<file path="config.mk">
export PLATFORM = sky130hd
export DESIGN_NAME = equal_vector_driver
export DESIGN_NICKNAME = d
export VERILOG_FILES = /design/src/rtl/equal_pkg.sv /design/src/rtl/equal_vector_rom.sv /design/src/rtl/equal_vector_driver.sv
export SDC_FILE = /design/constraint.sdc
export NUM_CORES = 1
export LEC_CHECK = 0
export CAP_MARGIN = 20
export CORE_ASPECT_RATIO = 1.5
export CORE_MARGIN = 3
export CORE_UTILIZATION = 53
export CTS_CLUSTER_SIZE = 30
export DETAILED_ROUTE_END_ITERATION = 6
export PLACE_DENSITY = 0.78
export SYNTH_ARGS = -nofsm -noshare
export SYNTH_HDL_FRONTEND = slang
export SYNTH_HIERARCHICAL = 1
export SYNTH_SLANG_ARGS = --single-unit
</file>
<file path="constraint.sdc">
create_clock -name clk -period 1.75 [get_ports clk]
set_input_delay 0.35 -clock clk [delete_from_list [all_inputs] [get_ports clk]]
set_output_delay 0.35 -clock clk [all_outputs]
set_load 0.03 [all_outputs]
</file>
<file path="src/rtl/equal_pkg.sv">
// equal_pkg: shared types and constants for the Equal comparator self-test engine.
//   state_t     - driver FSM encoding
//   vec_t       - one table entry {a, b, exp}
//   vec_lookup  - the fixed operand/expected table, indexed 0..7
package equal_pkg;

  localparam int VEC_W     = 8;
  localparam int IDX_W     = 3;
  localparam int NUM_TABLE = 8;

  typedef enum logic [2:0] {
    S_IDLE,
    S_LOAD,
    S_SETTLE,
    S_CHECK,
    S_DONE
  } state_t;

  typedef struct packed {
    logic [VEC_W-1:0] a;
    logic [VEC_W-1:0] b;
    logic             exp;
  } vec_t;

  // First half exercises equal pairs (incl. all-zero / all-one), second half
  // unequal pairs with varied bit patterns.
  function automatic vec_t vec_lookup(input logic [IDX_W-1:0] i);
    vec_t v;
    case (i)
      3'd0:    v = '{a: 8'h00, b: 8'h00, exp: 1'b1};
      3'd1:    v = '{a: 8'h10, b: 8'h10, exp: 1'b1};
      3'd2:    v = '{a: 8'hFF, b: 8'hFF, exp: 1'b1};
      3'd3:    v = '{a: 8'h00, b: 8'h00, exp: 1'b1};
      3'd4:    v = '{a: 8'hC6, b: 8'h39, exp: 1'b0};
      3'd5:    v = '{a: 8'hCA, b: 8'hA5, exp: 1'b0};
      3'd6:    v = '{a: 8'h62, b: 8'h38, exp: 1'b0};
      default: v = '{a: 8'h80, b: 8'h00, exp: 1'b0};
    endcase
    return v;
  endfunction

endpackage

</file>
<file path="src/rtl/equal_vector_rom.sv">
// equal_vector_rom: combinational table lookup, idx -> {a, b, exp}.
//   idx  in   IDX_W  table index
//   vec  out  vec_t  operands and expected equality result
module equal_vector_rom
  import equal_pkg::*;
(
  input  logic [IDX_W-1:0] idx,
  output vec_t             vec
);

  assign vec = vec_lookup(idx);

endmodule

</file>
<file path="src/rtl/equal_vector_driver.sv">
// equal_vector_driver: walks the vector table, drives each operand pair onto
// the comparator, waits SETTLE_CYCLES, samples o and scores it.
//   clk, rst_n        clock, async active-low reset
//   start             run request (honoured only in IDLE/DONE)
//   o                 comparator equality output
//   num1, num2        operands to the comparator
//   busy, done        run in progress / run complete
//   pass_cnt/fail_cnt scoring counters
//   fail_seen/fail_idx first-failure flag and index
module equal_vector_driver
  import equal_pkg::*;
#(
  parameter int SETTLE_CYCLES = 2,   // 1..15
  parameter int NUM_VEC       = 8    // 1..8
) (
  input  logic             clk,
  input  logic             rst_n,
  input  logic             start,
  input  logic             o,
  output logic [VEC_W-1:0] num1,
  output logic [VEC_W-1:0] num2,
  output logic             busy,
  output logic             done,
  output logic [3:0]       pass_cnt,
  output logic [3:0]       fail_cnt,
  output logic             fail_seen,
  output logic [IDX_W-1:0] fail_idx
);

  localparam logic [3:0]       SETTLE_LAST = 4'(SETTLE_CYCLES - 1);
  localparam logic [IDX_W-1:0] IDX_LAST    = IDX_W'(NUM_VEC - 1);

  state_t           state, state_nxt;
  logic [IDX_W-1:0] idx;
  logic [3:0]       scnt;
  logic             exp_q;
  vec_t             rom_vec;

  logic last_vec, settle_end;
  assign last_vec   = (idx == IDX_LAST);
  assign settle_end = (scnt == SETTLE_LAST);

  equal_vector_rom u_rom (
    .idx (idx),
    .vec (rom_vec)
  );

  // state register
  always_ff @(posedge clk or negedge rst_n) begin
    if (!rst_n) state <= S_IDLE;
    else        state <= state_nxt;
  end

  // next state
  always_comb begin
    state_nxt = state;
    case (state)
      S_IDLE, S_DONE: if (start) state_nxt = S_LOAD;
      S_LOAD:         state_nxt = S_SETTLE;
      S_SETTLE:       if (settle_end) state_nxt = S_CHECK;
      S_CHECK:        state_nxt = last_vec ? S_DONE : S_LOAD;
      default:        state_nxt = S_IDLE;
    endcase
  end

  // status outputs decode the state register, so they change on the same
  // edges as the state itself (busy falls as done rises).
  always_comb begin
    busy = 1'b0;
    done = 1'b0;
    case (state)
      S_LOAD, S_SETTLE, S_CHECK: busy = 1'b1;
      S_DONE:                    done = 1'b1;
      default: ;
    endcase
  end

  // datapath: operands, settle counter, scoring
  always_ff @(posedge clk or negedge rst_n) begin
    if (!rst_n) begin
      num1      <= '0;
      num2      <= '0;
      exp_q     <= 1'b0;
      idx       <= '0;
      scnt      <= '0;
      pass_cnt  <= '0;
      fail_cnt  <= '0;
      fail_seen <= 1'b0;
      fail_idx  <= '0;
    end else begin
      case (state)
        S_IDLE, S_DONE: if (start) begin
          idx       <= '0;
          pass_cnt  <= '0;
          fail_cnt  <= '0;
          fail_seen <= 1'b0;
          fail_idx  <= '0;
        end
        S_LOAD: begin
          num1  <= rom_vec.a;
          num2  <= rom_vec.b;
          exp_q <= rom_vec.exp;
          scnt  <= '0;
        end
        S_SETTLE: scnt <= scnt + 4'd1;
        S_CHECK: begin
          if (o == exp_q) begin
            pass_cnt <= pass_cnt + 4'd1;
          end else begin
            fail_cnt <= fail_cnt + 4'd1;
            if (!fail_seen) begin
              fail_seen <= 1'b1;
              fail_idx  <= idx;
            end
          end
          // idx stays on the last entry through DONE; cleared on restart
          if (!last_vec) idx <= idx + 1'b1;
        end
        default: ;
      endcase
    end
  end

endmodule

</file>
==> parameters.txt <==
Parameter                              Value

Worst setup path
  Critical-path maximum fanout ... 2
  Crit path largest cell delay ... around 680 ps
  Critical Path End Type ... output pin
  Arrival time of data at the critical path endpoint ... 1340 ps
  Worst reg2reg path startpoint ... idx[0]$_DFFE_PN0P_
  Cell family with most CP delay ... buffers and inverters
  Capturing point of the worst reg2reg path ... idx[0]$_DFFE_PN0P_
  Worst R2R Path Depth ... 4
  Start-to-end type of the worst setup path ... reg2out
  Internal reg-to-reg setup slack ... 270 ps
  Slowest-stage cell, CP ... sky130_fd_sc_hd__clkdlybuf4s50_1
  Kind of launch point of the worst setup path ... flip-flop
  Critical path buffer and inverter count ... 1
  Sequence of cells on the critical path ... clkdlybuf4s50_1
  Required time at the endpoint of the critical path ... 1400 ps

Finish
  Final nets ... 228
  Area growth from synthesis to layout ... 23.99%
  Antenna diode count ... 0
  Finished Core Util ... 68.92%
  Ratio of cells with drive above 1 in the final layout ... 24.66%
  Commonest non-fill, non-tap cells in the layout ... sky130_fd_sc_hd__dfrtp_1, sky130_fd_sc_hd__clkdlybuf4s50_1, sky130_fd_sc_hd__o21ai_0
  Most frequent standard cell in the layout excluding fill and tap cells ... sky130_fd_sc_hd__dfrtp_1
  Fillcell total ... 278
  Number of cells in the finished layout apart from fillers ... 262

STA
  Post-layout min period ... 1692 ps
  Post-Route Skew ... 5.394 ps
  Peak clock frequency supported by timing ... 590.9 MHz
  Headroom to the max-slew limit ... 67.43%
  Final Setup Violations ... 0
  Post-route clock period utilization ... 96.70%
  Pin slew with the least headroom to its limit ... between 400 and 500 ps
  Final max-slew violation count ... 0
  Setup repair after global routing missed its margin ... false
  Final Hold Vio Count ... 0

Route
  Vias per std cell ... 5.592
  Sum of routed wire length over all layers ... 4195 um
  Count of nets left with antenna violations after detail routing ... 0
  Via count ... 1465
  DR DRC count ... 0
  Post-detailed-route wirelength per cell ... ~16 um
  Initial DRC count ... 33
  Number of iterations in the first detailed-routing pass ... 4

Power
  Cell internal power dissipation ... 2.698 mW
  Switching power of the nets ... 1.870 mW
  IR drop worst, VDD ... 0.001035 V
  Pleak ... between 1 and 1.5 nW
  Net switching share of the total power ... 40.94%
  Power density normalized to cell area ... 1784 nW/um^2
  Clock Power Share ... 14.4%
  Sequential group share of total power ... around a third
  Relative contribution of combinational cells to total power ... 52.3%

Die
  Floorplan die width ... 56.98 um
  Top-Level Pins ... 34
  Standard-cell rows ... 27
  Total die area ... 4698 um^2
  DIE HEIGHT ... 82.46 um
  Core area ... 3716 um^2
  Starting Density ... 55.59%

Logic synthesis
  Fraction of synthesis flops using an asynchronous set or reset pin ... 100.0%
  Netlist Area Pre-Place ... around 2100 um^2
  Register bit count reported by yosys ... 39
  Share of the yosys chip area belonging to registers ... 47.24%
  Instance count of the mapped netlist ... 180
  Unique masters post-synth ... 47
  Post-Syn Nets ... 190
  EDFF count, synth ... 0
  Number of warnings printed during yosys synthesis ... 6
  Most instantiated flip-flop cell in the synthesis netlist ... sky130_fd_sc_hd__dfrtp_1
  Synthesized area per cell ... about 11 um^2

Outcome
  Status ... finished, final reports clean

Clock network
  TritonCTS Buffers ... 5
  Clock transition at the register clock pins on the worst setup and hold paths after CTS ... 70 ps
  TritonCTS clock tree ... yes
  Post-cts hold buffer count ... 0
  Clock net sink count ... 39
  Root buffer selected by CTS ... sky130_fd_sc_hd__clkbuf_8
  Clock latency at the later pin of the worst-skew pair ... 280 ps
  Number of H-tree levels ... 2
  Longest Clk Path Bufs ... 2

Hold path
  Hold/Removal Path Class ... in2async

Global routing
  Pin count of the biggest net entering global routing ... 40
  Vias in the first global route ... 1533
  Global-route usage over all layers ... 19.77%
  Gr ovfl total ... 0
  First-pass GRT wire length ... 7238 um
  Initial antenna violation count ... 0

Placement
  Gpl congestion ... roughly 0.75
  Input/output buffers ... 33
  Placed wire-length estimate ... 3118 um
  Placed cell count ... 253

Flow run
  Reported max-cap violation count ... 0
[Yosys cell counts, drive strengths merged (3+ instances only)]
library cell	number	area (um^2)
a21oi	6	30.03
buf	13	103.9
dfrtp	39	975.9
ha	6	75.07
inv	10	37.53
mux2	17	229.0
mux2i	4	40.04
nand2	12	47.55
nand3	4	20.02
nor2	6	22.52
nor3	3	26.28
nor3b	4	46.29
nor4b	4	35.03
o211ai	4	30.03
o21ai	16	80.08
xnor2	5	51.30
[power by group through the flow]
| stage | Sequential (mW) | Clock (mW) | Combinational, mW |
|---|---|---|---|
| finish | 1.53 | 0.656 | 2.39 |
| global route | 1.58 | 0.715 | 2.59 |
| CTS | 1.53 | 0.669 | 2.41 |
| detailed placement | 1.55 | 0 | 2.38 |
| global placement | 1.52 | 0 | 2.28 |
| floorplan | 1.91 | 0 | 1.25 |
[kinds of logic after synthesis]
family                     count (synthesis)  share of synthesized area (%)
adders and majority gates                  6                          3.634
xor gates and xnor gates                   7                          3.695
AOI/OAI and AO/OA                         36                          10.72
muxes                                     21                          13.02
and+or+nand+nor                           46                          14.48
DFF                                       39                          47.24
buffers and inverters                     25                          7.208
[metal layers]
metal | track usage, % | vias to the layer above | part of all wire (%) | wire length, um
met5 | 0 | - | 0 | 0
met4 | 9.049 | 0 | 2.1 | 88
met3 | 4.510 | 9 | 3.6 | 153
met2 | 35.01 | 37 | 54 | 2271
met1 | 22.55 | 721 | 40 | 1681
li1 | - | 698 | - | -
[stage by stage]
step                setup WS, ps  TNS (ps)  instance area (um^2)  total power [mW]  hold WS [ps]
global route               16.64         0                  2561             4.880         166.5
global placement           31.38         0                  2431             3.801         419.1
detailed placement        -98.00    -218.4                  2431             3.934         445.6
CTS                       0.6273         0                  2539             4.613         138.0
floorplan                  319.5         0                  2066             3.157         54.41
finish                     57.72         0                  2561             4.568         117.4
[what timing repair did]
item | CTS | global route
endpoints found under the hold margin | 0 | 0
setup buffers | 1 | 0
gates resized for setup | 2 | 9
setup endpoints to repair | 2 | 8
[flip-flops by register name, summed over array words and instances, names as in the netlist]
register and flops:
num1 8, num2 8, fail_cnt 4, pass_cnt 4, scnt 4, fail_idx 3
idx 3, state 3, exp_q 1, fail_seen 1
[how the worst max path moves through the flow]
stage,start,to,slack [ps],cells past startpoint
global route,fail_idx[1]$_DFFE_PN0P_,fail_idx[1],20,1
finish,fail_idx[1]$_DFFE_PN0P_,fail_idx[1],60,1
global placement,o,fail_cnt[2]$_DFFE_PN0P_,30,4
CTS,fail_cnt[0]$_DFFE_PN0P_,fail_cnt[0],0.6,1
floorplan,idx[1]$_DFFE_PN0P_,idx[0]$_DFFE_PN0P_,320,4
detailed placement,o,pass_cnt[2]$_DFFE_PN0P_,-100,5
[layout make-up]
cell class | instances | area, um^2 | share of cell area, %
Multi-Input combinational cell | 116 | 945.9 | 36.93
Timing Repair Buffer | 46 | 446.7 | 17.44
Tap cell | 43 | 53.80 | 2.101
Inverter | 10 | 37.54 | 1.466
Clock buffer | 8 | 100.1 | 3.908
Sequential cell | 39 | 977.2 | 38.15
No activity file was read; power rests on OpenSTA's default activity.
